### config.mk
export PLATFORM = sky130hd
export DESIGN_NAME = binary_search_param
export DESIGN_NICKNAME = d
export VERILOG_FILES = /design/src/rtl/bs_pkg.sv /design/src/rtl/binary_search_param_seg7.sv /design/src/rtl/binary_search_param.sv
export SDC_FILE = /design/constraint.sdc
export NUM_CORES = 1
export LEC_CHECK = 0
export CAP_MARGIN = 0
export CORE_UTILIZATION = 30
export DETAILED_ROUTE_END_ITERATION = 6
export PLACE_DENSITY = 0.56
export SYNTH_ARGS = -nofsm -noshare
export SYNTH_HDL_FRONTEND = slang
export SYNTH_SLANG_ARGS = --single-unit
### constraint.sdc
create_clock -name clk -period 5.1 [get_ports clk]
set_clock_uncertainty 0.1 [all_clocks]
set_input_delay 1.02 -clock clk [delete_from_list [all_inputs] [get_ports clk]]
set_output_delay 1.02 -clock clk [all_outputs]
set_load 0.02 [all_outputs]
### src/rtl/bs_pkg.sv
// Shared types for the binary search block: FSM state encoding and the
// hex-to-7-segment decode used to display the result index.
package bs_pkg;

  typedef enum logic [1:0] {
    IDLE    = 2'd0,
    FETCH   = 2'd1,
    COMPARE = 2'd2,
    DONE    = 2'd3
  } state_t;

  // Active-high segments, bit order {g,f,e,d,c,b,a}.
  function automatic logic [6:0] seg7_encode(input logic [3:0] digit);
    logic [6:0] s;
    case (digit)
      4'h0: s = 7'h3F;
      4'h1: s = 7'h06;
      4'h2: s = 7'h5B;
      4'h3: s = 7'h4F;
      4'h4: s = 7'h66;
      4'h5: s = 7'h6D;
      4'h6: s = 7'h7D;
      4'h7: s = 7'h07;
      4'h8: s = 7'h7F;
      4'h9: s = 7'h6F;
      4'hA: s = 7'h77;
      4'hB: s = 7'h7C;
      4'hC: s = 7'h39;
      4'hD: s = 7'h5E;
      4'hE: s = 7'h79;
      default: s = 7'h71;
    endcase
    return s;
  endfunction

endpackage

### src/rtl/binary_search_param_seg7.sv
// One hex digit of 7-segment display, decoded combinationally.
module binary_search_param_seg7
  import bs_pkg::*;
(
  input  logic [3:0] digit,
  output logic [6:0] seg
);

  assign seg = seg7_encode(digit);

endmodule

### src/rtl/binary_search_param.sv
// Binary search over an external sorted synchronous RAM (1-cycle read latency).
// Each probe costs two cycles: FETCH drives the address, COMPARE sees the data.
module binary_search_param
  import bs_pkg::*;
#(
  parameter int DATA_W     = 8,
  parameter int ADDR_W     = 5,
  parameter bit DESCENDING = 1'b0,
  parameter int PCNT_W     = $clog2(ADDR_W + 2),
  parameter int NDIG       = (ADDR_W + 4) / 4
) (
  input  logic                clk,
  input  logic                reset,
  input  logic                start,
  input  logic [DATA_W-1:0]   A,
  output logic [ADDR_W-1:0]   mem_addr,
  output logic                mem_rd,
  input  logic [DATA_W-1:0]   mem_rdata,
  output logic                found,
  output logic                notfound,
  output logic [ADDR_W:0]     L,
  output logic [PCNT_W-1:0]   probes,
  output logic [7*NDIG-1:0]   seg,
  output state_t              state
);

  localparam int DEPTH = 2 ** ADDR_W;
  localparam logic [ADDR_W:0] TOP = (ADDR_W + 1)'(DEPTH - 1);

  logic [DATA_W-1:0] key;
  logic [ADDR_W:0]   lo;
  logic [ADDR_W:0]   hi;
  logic [ADDR_W:0]   mid;
  logic              is_equal;
  logic              is_before;
  logic [4*NDIG-1:0] l_pad;

  // Midpoint written as lo + half-span so the sum can never overflow.
  function automatic logic [ADDR_W-1:0] mid_of(input logic [ADDR_W:0] l,
                                               input logic [ADDR_W:0] h);
    return ADDR_W'(l + ((h - l) >> 1));
  endfunction

  always_comb begin
    mid       = lo + ((hi - lo) >> 1);
    is_equal  = (key == mem_rdata);
    is_before = DESCENDING ? (key > mem_rdata) : (key < mem_rdata);
  end

  // mem_addr/mem_rd are registered: the next probe address is prepared on the
  // edge that enters FETCH, so the RAM samples it on the edge leaving FETCH.
  always_ff @(posedge clk or posedge reset) begin
    if (reset) begin
      state    <= IDLE;
      key      <= '0;
      lo       <= '0;
      hi       <= '0;
      mem_addr <= '0;
      mem_rd   <= 1'b0;
      found    <= 1'b0;
      notfound <= 1'b0;
      L        <= '0;
      probes   <= '0;
    end else begin
      case (state)
        IDLE: begin
          if (start) begin
            key      <= A;
            lo       <= '0;
            hi       <= TOP;
            probes   <= '0;
            mem_addr <= mid_of('0, TOP);
            mem_rd   <= 1'b1;
            state    <= FETCH;
          end
        end
        FETCH: begin
          mem_rd <= 1'b0;
          probes <= probes + 1'b1;
          state  <= COMPARE;
        end
        COMPARE: begin
          if (is_equal) begin
            found <= 1'b1;
            L     <= mid;
            state <= DONE;
          end else if (is_before) begin
            if (mid == lo) begin
              notfound <= 1'b1;
              L        <= lo;
              state    <= DONE;
            end else begin
              hi       <= mid - 1'b1;
              mem_addr <= mid_of(lo, mid - 1'b1);
              mem_rd   <= 1'b1;
              state    <= FETCH;
            end
          end else begin
            if (mid == hi) begin
              notfound <= 1'b1;
              L        <= mid + 1'b1;
              state    <= DONE;
            end else begin
              lo       <= mid + 1'b1;
              mem_addr <= mid_of(mid + 1'b1, hi);
              mem_rd   <= 1'b1;
              state    <= FETCH;
            end
          end
        end
        DONE: begin
          if (!start) begin
            found    <= 1'b0;
            notfound <= 1'b0;
            state    <= IDLE;
          end
        end
        default: state <= IDLE;
      endcase
    end
  end

  always_comb begin
    l_pad           = '0;
    l_pad[ADDR_W:0] = L;
  end

  for (genvar g = 0; g < NDIG; g++) begin : g_dig
    binary_search_param_seg7 u_seg7 (
      .digit (l_pad[4*g +: 4]),
      .seg   (seg[7*g +: 7])
    );
  end

endmodule

Yosys cells after proc, flatten, opt, wreduce, memory -nomap -nowiden. Memory sizes are Yosys's and may differ from the RTL's. Index checks and enable logic that the tools add are counted.

Output and inout bits: 33. Logic and storage cells: 100. Bits in latches: 0. Memories: 2. Memory bits (writable): 0. Bits in read-only memories: 224. Bits of input ports: 19. Flip-flop bits (word level): 39.

Bitwise logic cells: 0. Equal/unequal tests: 19. Muxes and demuxes: 43. Divide/modulo/power cells: 0. Add/sub/neg operators: 9. Order comparisons: 1. Shift operators: 0. $mul: 0. Reduce and logical (&&, ||, !) cells: 16.

Memories: (no name shown) (depth 16, width 7, read ports 1, clocked after Yosys merged registers in 0, write ports 0, line bs_pkg.sv:15) `case (digit)`; (no name shown) (depth 16, width 7, read ports 1, clocked after Yosys merged registers in 0, write ports 0, line bs_pkg.sv:15).

Operators by type and width (count): 2-to-1 mux 6 bit (12); 2-to-1 mux 5 bit (5); AND reduction 5 bit (5); one-hot mux 6 bit (2 select lines) (2); subtractor 6 bit (3); inequality test 2 bit, second input constant (8); equality test 6 bit (2); 2-to-1 mux 2 bit (6); inequality test 3 bit, second input constant (4); 2-to-1 mux 1 bit (11); adder 5 bit (2); one-hot mux 5 bit (2 select lines) (1); equality test 8 bit (1); less-than comparator 8 bit (1); one-hot mux 2 bit (4 select lines) (1); adder 6 x 1 -> 6 bit, second input constant (1); adder 6 x 5 -> 6 bit (1); one-hot mux 3 bit (2 select lines) (1); AND reduction 2 bit (3); AND reduction 3 bit (2); nonzero test 2 bit (3); nonzero test 3 bit (2); subtractor 6 x 1 -> 6 bit, second input constant (1); equality test 2 bit, second input constant (2); 7 further kinds (8).

Longest topological paths before layout.
Depth in word-level cells: 9. Gate-level depth with buffers: 22. Mapped depth without buffers: 22.

Hierarchy. Synthesis repeated with hierarchy kept, for this count alone.

Cells, all modules: 444. Area, all modules: 4062.6 µm².

Modules (own cells, without submodules): binary_search_param (sequential area each 975.9 µm², area each 3484.6 µm², cells an instance 378, instances 1); binary_search_param_seg7 at g_dig[0].u_seg7 (sequential area each 0.0 µm², area each 290.3 µm², cells an instance 33, instances 1); binary_search_param_seg7 at g_dig[1].u_seg7 (sequential area each 0.0 µm², area each 287.8 µm², cells an instance 33, instances 1).

Least setup slack after synthesis. No wires, ideal clock.

Path kind: register -> register. From: reg lo[1]. To: reg mem_addr[4]. Stages on the path, launching flop included: 20. Slack: 330 ps. Period minus slack after synthesis: 4770 ps. Setup time: 134 ps. Arrival time: 4536 ps. Path buffers: 0. Data required time: 4866 ps. Path through: dfrtp_1 > inv_1 > fa_1 > ha_1 > inv_1 > fa_1 > inv_1 > ha_1 > xnor2_1 > inv_1 > ha_1 > a21oi_1 > xnor2_1 > ha_1 > a21o_1 > a21oi_1 > xnor2_1 > xnor3_1 > nand2_1 > a31oi_1.

Longest elaborated chain between the ends: 9. Elaborated cells between the ends (all ways): 18. Classes of those cells: 8 x add/sub; 4 x eq/ne; 5 x mux; 1 x reduce/logical.

RTL lines: start, declared (line binary_search_param.sv:31) `logic [ADDR_W:0] lo;`; start signal, assigned (line binary_search_param.sv:104) `lo <= mid + 1'b1;`; subtractor 6 bit (line binary_search_param.sv:45) `mid = lo + ((hi - lo) >> 1);`; adder 6 x 5 -> 6 bit (line binary_search_param.sv:45); adder 6 x 1 -> 6 bit / subtractor 6 x 1 -> 6 bit (equally long branches) (line binary_search_param.sv:105, binary_search_param.sv:94); subtractor 6 bit (line binary_search_param.sv:41) `return ADDR_W'(l + ((h - l) >> 1));`; adder 5 bit (line binary_search_param.sv:41); 2-to-1 mux 5 bit (on tied branches) (line binary_search_param.sv:99, binary_search_param.sv:88); 2-to-1 mux 5 bit (line binary_search_param.sv:87) `end else if (is_before) begin`; 2-to-1 mux 5 bit (line binary_search_param.sv:83) `if (is_equal) begin`; one-hot mux 5 bit (2 select lines) (line binary_search_param.sv:65) `case (state)`; end signal, assigned (line binary_search_param.sv:72) `mem_addr <= mid_of('0, TOP);`; end signal, assigned (line binary_search_param.sv:94) `mem_addr <= mid_of(lo, mid - 1'b1);`; end signal, assigned (line binary_search_param.sv:105) `mem_addr <= mid_of(mid + 1'b1, hi);`; end, declared (line binary_search_param.sv:16) `output logic [ADDR_W-1:0] mem_addr,`.

Parallel ways exist; a longest one is shown, timed or not. The select of a mux whose other input is x is not followed. A chain may end at the register's enable or synchronous reset.

Worst setup path in the final report.
From: reg hi[0]. To: reg mem_addr[4].

Longest elaborated chain between the ends: 9. Elaborated cells between the ends (all ways): 18. Classes of those cells: 8 x add/sub; 4 x eq/ne; 5 x mux; 1 x reduce/logical.

RTL lines: start, declared (line binary_search_param.sv:32) `logic [ADDR_W:0] hi;`; start signal, assigned (line binary_search_param.sv:93) `hi <= mid - 1'b1;`; subtractor 6 bit (line binary_search_param.sv:45); adder 6 x 5 -> 6 bit (line binary_search_param.sv:45); adder 6 x 1 -> 6 bit / subtractor 6 x 1 -> 6 bit (equally long branches) (line binary_search_param.sv:105, binary_search_param.sv:94); subtractor 6 bit (line binary_search_param.sv:41); adder 5 bit (line binary_search_param.sv:41); 2-to-1 mux 5 bit (on tied branches) (line binary_search_param.sv:99, binary_search_param.sv:88); 2-to-1 mux 5 bit (line binary_search_param.sv:87); 2-to-1 mux 5 bit (line binary_search_param.sv:83); one-hot mux 5 bit (2 select lines) (line binary_search_param.sv:65).

Parallel ways exist; a longest one is shown, timed or not. The select of a mux whose other input is x is not followed.

==> impl_metrics.csv <==
group,metric,value,unit
synthesis,synth_ff_type,"dfrtp_1",
detailed_routing,num_vias,3118,
detailed_routing,antenna_left,0,
layout,fin_nets,549,
synthesis,ys_seq_area_share,25.1,%
clock_tree,clkLatencyLatePin,0.29,ns
sta,fin_ws,0.291,ns
placement,pre_cts_ws,0.258,ns
detailed_routing,drtPass1Iterations,4,
grt,grtUsageTotal,14.5,%
floorplanning,die_w,116,um
sta,final-hold-violation-count,0,
floorplanning,start_util,30.8,%
worst_setup_path,worstSetupPathType,"flop to flop",
placement,io_buffers,50,
sta,rsz0062_at_grt,"no",
sta,max_clock_freq,208,MHz
detailed_routing,drtIter0Drc,135,
clock_tree,cts_root_buffer,"clkbuf_16",
synthesis,netlist_area,3890,um^2
sta,setup_viol,0,
synthesis,synth.avg_cell_area,9.22,um^2
placement,dpl.hpwl,7.40,mm
worst_setup_path,reg2reg_slack,0.29,ns
detailed_routing,wirelength,9.15,mm
grt,grt_pass1_wl,15.3,mm
min_path,whs_path_depth,1,
worst_setup_path,critPathArrivalTime,4.87,ns
detailed_routing,vias_per_cell,4.80,
outcome,outcome,"finished, final reports clean",
worst_setup_path,critPathMaxFanout,5,
job,cap_violations,0,
clock_tree,cts_buffers,5,
synthesis,syn_nets,494,
synthesis,ys_types,64,
detailed_routing,drc,0,
clock_tree,cts_max_path_buffers,2,
sta,tightest_slew,0.794,ns
layout,drive_gt1_share,12.1,%
floorplanning,pin_count,52,
synthesis,async_flop_share,100,%
sta,tns,0,ns
grt,grt_start_max_net_pins,40,
min_path,holdCritPathClass,"flop to flop",
worst_setup_path,worst_setup_path_start_kind,"flop",
synthesis,synth-seq-cells,39,
floorplanning,die_area,13400,um^2
clock_tree,cts_tree,"done",
grt,antenna_found_initial,0,
worst_setup_path,worst-r2r-cell-count,20,
layout,diodes,0,
synthesis,yosysWarningCount,0,
sta,relSlewSlack,47.1,%
clock_tree,clk_pin_slew,0.06,ns
sta,min_period,4.81,ns
clock_tree,clock_sink_count,39,
floorplanning,core_area,12600,um^2
min_path,hp-start,"key[1]$_DFFE_PP0P_",
worst_setup_path,reg2reg_from,"hi[0]$_DFFE_PP0P_",
layout,synthToLayoutAreaGrowth,23.0,%
sta,fin_crit_sh,94.3,%
layout,final_common_cell,"clkdlybuf4s50_1",
grt,gr-total-overflow,0,
placement,finalWeightedCongestion,0.887,
worst_setup_path,cp-end-kind,"flop",
worst_setup_path,reg2reg_to,"mem_addr[4]$_DFFE_PP0P_",
floorplanning,die_y,116,um
synthesis,synth_edf_count,0,
synthesis,synthesis.instances,422,
grt,grt_pass1_vias,3129,
sta,drv_slew,0,
layout,fillerInstances,1304,
detailed_routing,wl_per_cell,14.1,um
clock_tree,htree_levels,2,
worst_setup_path,cp.required,5.16,ns
min_path,holdPathEnd,"key[1]$_DFFE_PP0P_",
layout,layout_common_cells,"clkdlybuf4s50_1 (50), ha_1 (47), inv_1 (46), dfrtp_1 (39), a21oi_1 (32)",
floorplanning,fp-row-count,41,
-- final cells by class --
type	count	area (um^2)	area share (%)
multi-input combinational	319	2670	55.7
sequential	39	976	20.4
tap	172	215	4.49
inverter	48	180	3.76
clock inverter	3	20.0	0.418
timing repair buffer	64	606	12.6
clock buffer	5	125	2.61
-- worst max-delay path, cell delays in order (launching register included) --
cell and delay (ns):
dfrtp_1 0.38, inv_1 0.07, nand2_1 0.10, fa_1 0.53, ha_1 0.17, inv_1 0.06
fa_1 0.53, inv_1 0.08, ha_1 0.39, inv_1 0.12, ha_1 0.28, a21o_1 0.17
a21oi_1 0.23, xnor2_1 0.16, ha_1 0.29, a21o_1 0.19, a21oi_1 0.18, xnor2_1 0.17
xnor3_1 0.33, nand2_1 0.07, a31oi_1 0.07
-- stage by stage --
step / instances / utilization, % / hold WS [ns] / instance area [um^2]
6_report: 650 / 37.9 / 0.410 / 4790
5_1_grt: 650 / 37.9 / 0.422 / 4790
4_1_cts: 646 / 37.5 / 0.415 / 4740
3_5_place_dp: 638 / 36.4 / 0.400 / 4590
3_3_place_gp: 638 / 36.4 / 0.395 / 4590
2_1_floorplan: 422 / - / 0.381 / 3890
-- cells by family after synthesis --
kind of cell | synth area share (%)
simple gates | 14.3
compound gates | 16.0
buf+inv | 6.94
fa+ha+maj | 18.5
xor+xnor | 12.3
flops | 25.1
mux | 6.78
other cells | 0.0963
-- worst max-delay path by stage --
stage	from	endpoint	slack [ns]	cells past startpoint
after detailed placement	lo[1]$_DFFE_PP0P_	mem_addr[4]$_DFFE_PP0P_	0.26	21
after floorplan	lo[1]$_DFFE_PP0P_	mem_addr[4]$_DFFE_PP0P_	0.33	19
after CTS	lo[1]$_DFFE_PP0P_	mem_addr[4]$_DFFE_PP0P_	0.22	21
after global placement	lo[1]$_DFFE_PP0P_	mem_addr[4]$_DFFE_PP0P_	0.35	21
final	hi[0]$_DFFE_PP0P_	mem_addr[4]$_DFFE_PP0P_	0.29	20
after global routing	hi[0]$_DFFE_PP0P_	mem_addr[4]$_DFFE_PP0P_	0.01	20
-- per-layer routing --
| metal | part of all wire, % | GRT usage [%] | vias to the layer above |
|---|---|---|---|
| li1 | - | - | 1535 |
| met1 | 46 | 18.5 | 1508 |
| met2 | 49 | 25.8 | 67 |
| met3 | 4.2 | 1.73 | 8 |
| met4 | 0.99 | 4.02 | 0 |
| met5 | 0 | 0 | - |
-- state kept, by name (all words and copies together) (netlist names) --
signal    count
probes        3
L             6
hi            6
lo            6
found         1
notfound      1
mem_rd        1
mem_addr      5
key           8
state         2
-- cell usage after synthesis, types with 2 or more instances --
| cell | number | area share, % |
|---|---|---|
| fa_1 | 6 | 3.1 |
| o21ai_0 | 26 | 3.3 |
| and3_1 | 2 | 0.32 |
| a21o_1 | 11 | 2.1 |
| dfrtp_1 | 39 | 25 |
| buf_4 | 5 | 0.96 |
| nand2_1 | 31 | 3.0 |
| nor2_1 | 26 | 2.5 |
| inv_1 | 47 | 4.5 |
| xnor3_1 | 3 | 1.7 |
| o21a_1 | 2 | 0.39 |
| buf_2 | 3 | 0.39 |
| ha_1 | 47 | 15 |
| xnor2_4 | 2 | 1.4 |
| mux2i_1 | 8 | 2.1 |
| o21ai_1 | 3 | 0.39 |
| mux2_4 | 4 | 1.5 |
| mux2_2 | 7 | 2.0 |
| nor3_1 | 8 | 1.0 |
| nand4_1 | 2 | 0.32 |
| nand3_1 | 5 | 0.64 |
| o21ai_2 | 2 | 0.45 |
| xnor2_1 | 30 | 6.8 |
| a21oi_1 | 32 | 4.1 |
| nor3_2 | 2 | 0.51 |
| nand2b_1 | 5 | 0.80 |
| xor2_1 | 9 | 2.0 |
| nor3b_1 | 3 | 0.58 |
| clkbuf_1 | 6 | 0.58 |
| a22o_1 | 5 | 1.1 |
| nor2b_1 | 8 | 1.3 |
-- what timing repair did --
action	CTS	global route
resized for setup	0	4
hold buffers	0	0
setup buffers	0	4
endpoints found under the setup margin	0	1
Power is not shown: default switching activity piles up to over one toggle a cycle in this logic, so the estimate is an artifact.
